--- src/rtl/uart_tx_param.sv ---
// Parametrised UART transmitter: programmable baud divisor, DATA_BITS/STOP_BITS, runtime parity.
// Optional line-break insertion is compiled in with `define UART_TX_BREAK_EN (adds tx_break input).
module uart_tx_param #(
  parameter int DATA_BITS = 8,
  parameter int STOP_BITS = 1,
  parameter int DIV_W     = 16
) (
  input  logic                 clk,
  input  logic                 rst_n,
  input  logic [DIV_W-1:0]     baud_div,
  input  logic [1:0]           parity_mode,
  input  logic [DATA_BITS-1:0] in_data,
  input  logic                 in_valid,
`ifdef UART_TX_BREAK_EN
  input  logic                 tx_break,
`endif
  output logic                 in_ready,
  output logic                 tx,
  output logic                 busy,
  output logic                 done
);

  typedef enum logic [2:0] {S_IDLE, S_START, S_DATA, S_PARITY, S_STOP} state_t;

  localparam logic [DIV_W-1:0] ONE = DIV_W'(1);

  state_t               state_q, state_d;
  logic [DIV_W-1:0]     cnt_q, cnt_d;
  logic [DIV_W-1:0]     div_q, div_d;
  logic [DATA_BITS-1:0] shift_q, shift_d;
  logic [3:0]           bidx_q, bidx_d;
  logic                 sidx_q, sidx_d;
  logic                 par_en_q, par_en_d;
  logic                 par_bit_q, par_bit_d;
  logic                 brk_q;
  logic                 brk_now;
  logic                 bit_end;
  logic                 ready_c;

`ifdef UART_TX_BREAK_EN
  assign brk_now = tx_break;

  // Registered copy lets a release restore tx=1 on the following edge,
  // while a break raised mid-frame is already visible on the first IDLE cycle.
  always_ff @(posedge clk or negedge rst_n) begin
    if (!rst_n) brk_q <= 1'b0;
    else        brk_q <= tx_break;
  end
`else
  assign brk_now = 1'b0;
  assign brk_q   = 1'b0;
`endif

  assign bit_end  = (cnt_q == div_q - ONE);
  assign ready_c  = (state_q == S_IDLE) && !brk_q && !brk_now;
  assign in_ready = ready_c;

  always_comb begin
    state_d   = state_q;
    cnt_d     = cnt_q;
    div_d     = div_q;
    shift_d   = shift_q;
    bidx_d    = bidx_q;
    sidx_d    = sidx_q;
    par_en_d  = par_en_q;
    par_bit_d = par_bit_q;
    tx        = 1'b1;
    busy      = 1'b1;
    done      = 1'b0;

    if (state_q != S_IDLE) cnt_d = bit_end ? '0 : cnt_q + ONE;

    unique case (state_q)
      S_IDLE: begin
        busy  = 1'b0;
        tx    = !brk_q;
        cnt_d = '0;
        if (in_valid && ready_c) begin
          state_d   = S_START;
          shift_d   = in_data;
          div_d     = (baud_div == '0) ? ONE : baud_div;
          par_en_d  = (parity_mode == 2'b01) || (parity_mode == 2'b10);
          par_bit_d = (parity_mode == 2'b10) ? ~(^in_data) : (^in_data);
        end
      end
      S_START: begin
        tx = 1'b0;
        if (bit_end) begin
          state_d = S_DATA;
          bidx_d  = '0;
        end
      end
      S_DATA: begin
        tx = shift_q[0];
        if (bit_end) begin
          shift_d = shift_q >> 1;
          if (bidx_q == 4'(DATA_BITS - 1)) begin
            state_d = par_en_q ? S_PARITY : S_STOP;
            sidx_d  = 1'b0;
          end else begin
            bidx_d = bidx_q + 4'd1;
          end
        end
      end
      S_PARITY: begin
        tx = par_bit_q;
        if (bit_end) begin
          state_d = S_STOP;
          sidx_d  = 1'b0;
        end
      end
      S_STOP: begin
        tx = 1'b1;
        if (bit_end) begin
          if (sidx_q == 1'(STOP_BITS - 1)) begin
            state_d = S_IDLE;
            done    = 1'b1;
          end else begin
            sidx_d = 1'b1;
          end
        end
      end
      default: state_d = S_IDLE;
    endcase
  end

  always_ff @(posedge clk or negedge rst_n) begin
    if (!rst_n) begin
      state_q   <= S_IDLE;
      cnt_q     <= '0;
      div_q     <= '0;
      shift_q   <= '0;
      bidx_q    <= '0;
      sidx_q    <= 1'b0;
      par_en_q  <= 1'b0;
      par_bit_q <= 1'b0;
    end else begin
      state_q   <= state_d;
      cnt_q     <= cnt_d;
      div_q     <= div_d;
      shift_q   <= shift_d;
      bidx_q    <= bidx_d;
      sidx_q    <= sidx_d;
      par_en_q  <= par_en_d;
      par_bit_q <= par_bit_d;
    end
  end

endmodule

--- config.mk ---
export PLATFORM = sky130hd
export DESIGN_NAME = uart_tx_param
export DESIGN_NICKNAME = d
export VERILOG_FILES = /design/src/rtl/uart_tx_param.sv
export SDC_FILE = /design/constraint.sdc
export NUM_CORES = 1
export LEC_CHECK = 0
export ABC_AREA = 0
export BUFFER_PORTS_ARGS = -buffer_cell sky130_fd_sc_hd__buf_2
export CAP_MARGIN = 25
export CORE_AREA = 2 2 70 105
export DETAILED_ROUTE_END_ITERATION = 8
export DIE_AREA = 0 0 72 107
export GPL_TIMING_DRIVEN = 0
export PLACE_DENSITY = 0.62
export SLEW_MARGIN = 20
export SYNTH_ARGS = -nofsm -noshare
export SYNTH_HDL_FRONTEND = slang
export SYNTH_SLANG_ARGS = --single-unit
--- constraint.sdc ---
create_clock -name clk -period 7.23 [get_ports clk]
set_input_delay 0.723 -clock clk [delete_from_list [all_inputs] [get_ports clk]]
set_output_delay 0.723 -clock clk [all_outputs]
set_load 0.01 [all_outputs]
## Yosys cells after proc, flatten, opt, wreduce, memory -nomap -nowiden

Index checks and enable logic that the tools add are counted.

- Bits in registers: 50
- Input port bits: 29
- Output and inout port bits: 4

- $add $sub $neg: 3
- Eq/ne operators: 16
- Muxes and demuxes: 32
- Bitwise operators: 1
- Reductions and logical operators: 15

Operators by type and width:

| operator | number |
|---|---|
| $mux 16 | 4 |
| $mux 3 | 8 |
| $add 16x1->16 const B | 1 |
| $eq 16x16->1 | 1 |
| $logic_not 16->1 | 1 |
| $mux 8 | 2 |
| $pmux 8 s2 | 1 |
| $sub 16x1->16 const B | 1 |
| $pmux 3 s5 | 1 |
| $ne 2x2->1 const B | 7 |
| $mux 4 | 3 |
| $mux 1 | 10 |
| $pmux 4 s2 | 1 |
| $reduce_xor 8->1 | 1 |
| $reduce_and 7->1 | 1 |
| $eq 3x2->1 const B | 2 |
| $pmux 1 s3 | 2 |
| $reduce_bool 2->1 | 3 |
| $reduce_bool 3->1 | 2 |
| $reduce_and 5->1 | 1 |
| $add 4x1->4 const B | 1 |
| $eq 4x3->1 const B | 1 |
| $reduce_and 4->1 | 1 |
| $eq 3x1->1 const B | 1 |
| other kinds (10) | 10 |

## Depth between registers and ports, before layout

Gate-level depths: netlist of the first run.

- Depth after elaboration: 5
- Depth in mapped cells: 12

## Least setup slack after synthesis of the first run

Ideal clock, no wire load.

- Path type: reg-to-output
- Start: reg div_q[5]
- End: out done
- Data arrival time: 2.819 ns
- Data required time: 6.507 ns
- Path slack: 3.688 ns
- Cell stages (with the launch flop): 8
- Buffers on the path: 1
- Cell sequence: dfrtp_1 buf_6 or4_4 or2_1 or4_4 a221o_1 nor4b_4 and3_1

- Cells in the longest elaborated chain, start to end: 4

RTL lines:

| element | RTL line | text |
|---|---|---|
| from (decl) | 29 | `logic [DIV_W-1:0] div_q, div_d;` |
| from (signal assigned) | 140 | `div_q <= div_d;` |
| $sub 16x1->16 | 54 | `assign bit_end = (cnt_q == div_q - ONE);` |
| $eq 16x16->1 | 54 |  |
| $mux 1 | 114 | `if (bit_end) begin` |
| $mux 1 | 73 | `unique case (state_q)` |
| to (decl) | 20 | `output logic done` |

Every way passes these cells.

## Final worst setup path of the first run

- Start: reg div_q[0]
- End: out done

Same word-level chain as after synthesis.

==> results of run 1 <==
-- stage by stage --
step           setup slack (ps)  total power [uW]  utilization (%)  hold slack [ps]  cells
5_1_grt                    2580              1010             49.3              480    443
4_1_cts                    2850               949             49.3              460    443
3_3_place_gp               3290               699             47.3              467    435
2_1_floorplan              3690               626                -              427    326
3_5_place_dp               3250               708             47.3              464    435
6_report                   2920               940             49.3              426    443
-- flip-flops by register name (all words and copies together) (netlist names) --
register,count
shift_q,8
cnt_q,16
bidx_q,4
state_q,3
par_bit_q,1
div_q,16
par_en_q,1
-- cell type report --
type	instances	area [um2]	share of cell area (%)
repair buffers	31	158	4.70
clock inverters	3	68.8	2.05
multi-input cells	255	1630	48.4
clock buffers	5	68.8	2.05
plain buffers	13	78.8	2.35
inverters	9	33.8	1.01
well taps	78	97.6	2.91
flip-flops and latches	49	1230	36.5
-- synth_stat cells, types with 3 or more instances --
| cell type | count |
|---|---|
| nand2_1 | 59 |
| dfrtp_1 | 49 |
| nor2_1 | 27 |
| xnor2_1 | 21 |
| xor2_1 | 18 |
| and3_1 | 15 |
| nand3_1 | 14 |
| o21ai_0 | 11 |
| inv_1 | 9 |
| nand2b_1 | 8 |
| a221o_2 | 6 |
| nor3_1 | 6 |
| clkbuf_1 | 5 |
| nor4_1 | 5 |
| a21oi_1 | 4 |
| ha_1 | 4 |
| o31ai_1 | 4 |
| buf_2 | 3 |
| buf_4 | 3 |
| nand4_1 | 3 |
| or2_2 | 3 |
-- report_power, final --
group / switching, uW / internal, uW
clock network: 98.8 / 139
logic: 160 / 136
registers: 70.5 / 335
-- routing by layer --
metal | track usage, % | up-vias | wire length (um)
met4 | 8.49 | 0 | 216
li1 | - | 1223 | -
met2 | 35.0 | 50 | 3630
met1 | 22.1 | 1184 | 2730
met5 | 0 | - | 0
met3 | 2.91 | 14 | 190
-- path summary, 6_finish.rpt --
path	from	to	slack (ps)	depth (start not counted)
min in group clk	bidx_q[3]$_DFFE_PN0P_	bidx_q[3]$_DFFE_PN0P_	480	1
max reg2reg	div_q[0]$_DFFE_PN0P_	cnt_q[14]$_DFF_PN0_	3670	12
max in group asynchronous	rst_n	par_en_q$_DFFE_PN0P_	6380	1
max	div_q[0]$_DFFE_PN0P_	done	2920	10
min	rst_n	div_q[2]$_DFFE_PN0P_	430	1
min reg2reg	bidx_q[3]$_DFFE_PN0P_	bidx_q[3]$_DFFE_PN0P_	480	1
-- worst register-to-register path, delay by kind of cell, from the launching register on --
family | cells | cell delay, ps
AND/OR/NAND/NOR | 5 | 1410
adder cells (fa/ha/maj) | 1 | 200
AO/OA/AOI/OAI | 1 | 710
XOR/XNOR | 1 | 120
buffers and inverters | 4 | 590
flip-flops | 1 | 430
-- cells by family (layout without fill, tap and decap cells) --
group,Yosys count,count (layout)
simple gates,162,162
compound gates,50,50
flops,49,49
xor+xnor,39,39
buf+inv,22,61
fa+ha+maj,4,4
==> results.sh, run 1 <==
export IMPL_outcome="completed"
export IMPL_ys_warn_count=0
export IMPL_relSlewSlack_pct=46.1
export IMPL_clk_pin_slew_worst_paths_ps=100
export IMPL_drc_errors=0
export IMPL_dr_pass1_iters=4
export IMPL_drv_slew=0
export IMPL_grt_max_degree=50
export IMPL_dieArea_um2=7700
export IMPL_synth_edf_count=0
export IMPL_netlist_area_um2=2960
export IMPL_path_class="flip-flop to output pin"
export IMPL_clockBufferDepth=2
export IMPL_routed_via_density=5.58
export IMPL_antenna_left=0
export IMPL_setup_viol=0
export IMPL_synthAdderAreaFrac_pct=1.69
export IMPL_synth_flop_cell="dfrtp_1"
export IMPL_core_um2=6810
export IMPL_numCtsBuffers=5
export IMPL_path_cells="inv_1 -> ha_1 -> or4b_1 -> clkbuf_1 -> nor3_1 -> xnor2_1 -> a2111oi_0 -> nor4b_4 -> and3_1 -> buf_2"
export IMPL_crit_fanout=8
export IMPL_final_layout_size_suffix_gt1_share_pct=18.9
export IMPL_setup_worst_path_start_class="flip-flop"
export IMPL_period_minus_slack_ps=4310
export IMPL_synth_distinct_cells=58
export IMPL_cp_top_family="simple AND/OR/NAND/NOR gates"
export IMPL_cts_hold_buf=0
export IMPL_cts_sinks=49
export IMPL_cpMaxStageDelayCell="a2111oi_0"
export IMPL_hpwlAfterDp_um=5250
export IMPL_synth_top_area_share_pct=41.4
export IMPL_synthXorXnorAreaFrac_pct=11.5
export IMPL_ys_seq_area_share_pct=41.4
export IMPL_grt_pass1_vias=2437
export IMPL_design_area_um2=3360
export IMPL_clk_latency_ps=310
export IMPL_post_route_period_util_pct=59.7
export IMPL_final_nets=397
export IMPL_fill_cells=666
export IMPL_critPathBufInv=3
export IMPL_avgSynthCellArea_um2=9.09
export IMPL_routed_wl_um=6770
export IMPL_yosys_register_bits=49
export IMPL_fin_skew_ps=9.10
export IMPL_antenna_found_initial=0
export IMPL_synth_mux_area_share_pct=0
export IMPL_start_util_pct=43.6
export IMPL_endpoint_kind="output pin"
export IMPL_cts_tree="built"
export IMPL_drtIter0Drc=100
export IMPL_yosys_area_top_type="dfrtp_1"
export IMPL_synth_compound_area_share_pct=13.2
export IMPL_critPathArrivalTime_ps=3590
export IMPL_max_freq_mhz=232
export IMPL_routedWlPerCell_um=15.3
export IMPL_setup_tns_ps=0
export IMPL_cts_setup_buffers=0
export IMPL_cellLeakagePower_uw=0.00156
export IMPL_rsz0062_at_grt="no"
export IMPL_gp_congestion=0.826
export IMPL_placed_area_um2=3220
export IMPL_row_count=37
export IMPL_synth_nets=359
export IMPL_htreeDepth=2
export IMPL_ys_top_cells_by_area="dfrtp_1, nand2_1, xnor2_1, xor2_1, nor2_1"
export IMPL_power_density_nw_per_um2=280
export IMPL_antennaDiodeCount=0
export IMPL_mostFrequentLayoutCells="nand2_1, dfrtp_1, buf_2"
export IMPL_worstMarginPinSlew_ps=787
export IMPL_grt_overflow=0
export IMPL_area_delta_synth_final_pct=13.3
export IMPL_grt_first_pass_wirelength_um=11700
export IMPL_max_cap_violations=0
export IMPL_fp_dieW_um=72
export IMPL_pin_count=33
export IMPL_finalHoldViolCount=0
export IMPL_chipHeight_um=107
export IMPL_synth_top_family_by_area="simple AND/OR/NAND/NOR gates"
export IMPL_vias=2471
export IMPL_synthCells=326
export IMPL_synthSimpleGateAreaFrac_pct=28.5
export IMPL_cts_root_buf="clkbuf_8"
export IMPL_cp_data_required_time_ps=6510
export IMPL_layout_commonest_cell="nand2_1"
export IMPL_max_stage_delay_ps=710
export IMPL_io_buffers=31
export IMPL_synthArstFlopShare_pct=100
export IMPL_track_usage_pct=19.4
export IMPL_hp_class="primary input to asynchronous set/reset pin"
export IMPL_ir_drop_mv=0.116
export IMPL_ctsResizeCount=0
Power figures use the tool's default switching activity.
==> inputs of run 2 (changes only) <==
- ABC_AREA: 0 -> 1
- CORE_AREA: 2 2 70 105 -> 2 2 73 110
- DIE_AREA: 0 0 72 107 -> 0 0 75 112
- PLACE_DENSITY: 0.62 -> 0.63
- clock period: 7.23 -> 4.2 ns (I/O delays scaled with it)
==> results.sh, run 2 <==
export IMPL_hp_class="primary input to asynchronous set/reset pin"
export IMPL_synth_edf_count=0
export IMPL_grt_max_degree=50
export IMPL_yosys_area_top_type="dfrtp_1"
export IMPL_rsz0062_at_grt="no"
export IMPL_vias=3056
export IMPL_cts_root_buf="clkbuf_16"
export IMPL_cts_tree="built"
export IMPL_gp_congestion=0.880
export IMPL_clockBufferDepth=2
export IMPL_top_usage_layer="met2"
export IMPL_place_inst=604
export IMPL_core_um2=7470
export IMPL_synthCells=470
export IMPL_cts_sinks=49
export IMPL_max_cap_violations=0
export IMPL_antennaDiodeCount=0
export IMPL_drv_slew=0
export IMPL_drc_errors=0
export IMPL_track_usage_pct=21.4
export IMPL_row_count=39
export IMPL_hold_ws_ps=140
export IMPL_grt_overflow=0
export IMPL_path_cells="inv_1 -> ha_1 -> nand2_2 -> nor2_4 -> nand2_1 -> nand2_1 -> nand2_1 -> nor2_1 -> nand2_1 -> nor2_4 -> nand3_2 -> nor2_1 -> buf_2"
export IMPL_pin_count=33
export IMPL_antenna_left=0
export IMPL_setup_worst_path_start_class="flip-flop"
export IMPL_ctsResizeCount=0
export IMPL_crit_path_frequent_cell="nand2_1"
export IMPL_yosys_top_cells_count="nand2_1, nor2_1, dfrtp_1, nand3_1, inv_1"
export IMPL_htreeDepth=2
export IMPL_fp_dieW_um=75
export IMPL_ys_warn_count=0
export IMPL_mostFrequentLayoutCells="nand2_1, nor2_1, dfrtp_1"
export IMPL_finalHoldViolCount=0
export IMPL_layout_commonest_cell="nand2_1"
export IMPL_outcome="completed"
export IMPL_crit_path_start="div_q[0]$_DFFE_PN0P_"
export IMPL_synth_top_area_share_pct=37.2
export IMPL_ir_drop_mv=0.278
export IMPL_grt_pass1_vias=3078
export IMPL_cts_setup_buffers=0
export IMPL_synth_flop_cell="dfrtp_1"
export IMPL_path_class="flip-flop to output pin"
export IMPL_avgSynthCellArea_um2=7.01
export IMPL_antenna_found_initial=0
export IMPL_cp_data_required_time_ps=3780
export IMPL_ys_top_cells_by_area="dfrtp_1, nand2_1, nand3_1, nor2_1, xnor2_1"
export IMPL_numCtsBuffers=5
export IMPL_setup_viol=0
export IMPL_routed_wl_um=8170
export IMPL_start_util_pct=44.1
export IMPL_cellLeakagePower_uw=0.00189
export IMPL_synth_distinct_cells=36
export IMPL_power_density_nw_per_um2=619
export IMPL_hpwlAfterDp_um=6390
export IMPL_use_met2_pct=38.0
export IMPL_dieArea_um2=8400
export IMPL_clk_latency_ps=290
export IMPL_synth_nets=503
export IMPL_placed_area_um2=3580
export IMPL_design_area_um2=3750
export IMPL_fin_skew_ps=4.59
export IMPL_clk_pin_slew_worst_paths_ps=70
export IMPL_grt_first_pass_wirelength_um=13800
export IMPL_met1_usage_pct=24.6
export IMPL_r2r_start="div_q[0]$_DFFE_PN0P_"
export IMPL_period_minus_slack_ps=2880
export IMPL_stdcell_count=612
export IMPL_drtIter0Drc=134
export IMPL_top_regs="cnt_q: 16 flops, div_q: 16 flops, shift_q: 8 flops"
export IMPL_area_delta_synth_final_pct=13.7
export IMPL_endpoint_kind="output pin"
export IMPL_final_layout_size_suffix_gt1_share_pct=13.9
export IMPL_synth_most_common_cell="nand2_1"
export IMPL_routed_via_density=4.99
export IMPL_setup_tns_ps=0
export IMPL_worstMarginPinSlew_ps=650
export IMPL_netlist_area_um2=3290
export IMPL_crit_fanout=6
export IMPL_ys_seq_area_share_pct=37.2
export IMPL_critPathArrivalTime_ps=2460
export IMPL_yosys_register_bits=49
export IMPL_post_route_period_util_pct=68.5
export IMPL_chipHeight_um=112
export IMPL_routedWlPerCell_um=13.3
export IMPL_max_freq_mhz=348
export IMPL_max_stage_delay_ps=390
export IMPL_fin_util_pct=50.2
export IMPL_cpMaxStageDelayCell="dfrtp_1"
export IMPL_io_buffers=32
export IMPL_final_nets=542
export IMPL_cts_hold_buf=0
export IMPL_relSlewSlack_pct=56.7
export IMPL_grt_use_met3_pct=3.26
export IMPL_synthArstFlopShare_pct=100
export IMPL_dr_pass1_iters=4
run 2: critical path: cells and delay by family (launching register included):
family                   cells  cell delay (ps)
AND/OR/NAND/NOR             10             1100
buffers and inverters        2              340
flip-flops                   1              390
adder cells (fa/ha/maj)      1              330
run 2: path summary, 6_finish.rpt:
kind | end | slack, ps | cells past startpoint
worst max-delay path | done | 1320 | 13
worst min-delay path | bidx_q[1]$_DFFE_PN0P_ | 140 | 1
worst max register to register | cnt_q[9]$_DFF_PN0_ | 1840 | 14
worst min register to register | div_q[15]$_DFFE_PN0P_ | 510 | 2
max in group asynchronous | shift_q[5]$_DFFE_PN0P_ | 3610 | 1
min in group clk | div_q[10]$_DFFE_PN0P_ | 340 | 3
run 2: area by class of cell:
type / instances / area, um2
Clock buffer: 7 / 153
Fill cell: 744 / 3720
Sequential cell: 49 / 1230
Multi-Input combinational cell: 367 / 1850
Timing Repair Buffer: 32 / 163
Buffer: 12 / 60.1
Clock inverter: 1 / 8.76
Inverter: 42 / 158
Tap cell: 102 / 128
run 2: cell families (layout without fill, tap and decap cells):
group	after synthesis	count (layout)	synth area share, %
simple gates	313	313	42.7
compound gates	17	17	3.15
buf+inv	54	94	6.61
fa+ha+maj	4	4	1.52
xor+xnor	33	33	8.77
flops	49	49	37.2
run 2: report_power, final:
part | total [uW] | leakage [uW] | internal [uW] | switching, uW
clock network | 444 | 0.0000805 | 256 | 188
registers | 800 | 0.000630 | 631 | 170
logic | 1080 | 0.00118 | 392 | 683
run 2: metal layers:
metal / part of all wire, % / vias to the layer above
met5: 0 / -
met4: 2.9 / 0
met3: 3.4 / 17
met2: 53 / 51
met1: 41 / 1421
li1: - / 1567
run 2: stage by stage:
stage	total power [uW]	setup slack (ps)
finish	2320	1320
global route	2530	1050
global placement	1850	1610
detailed placement	1870	1630
CTS	2330	1300
floorplan	1610	2030
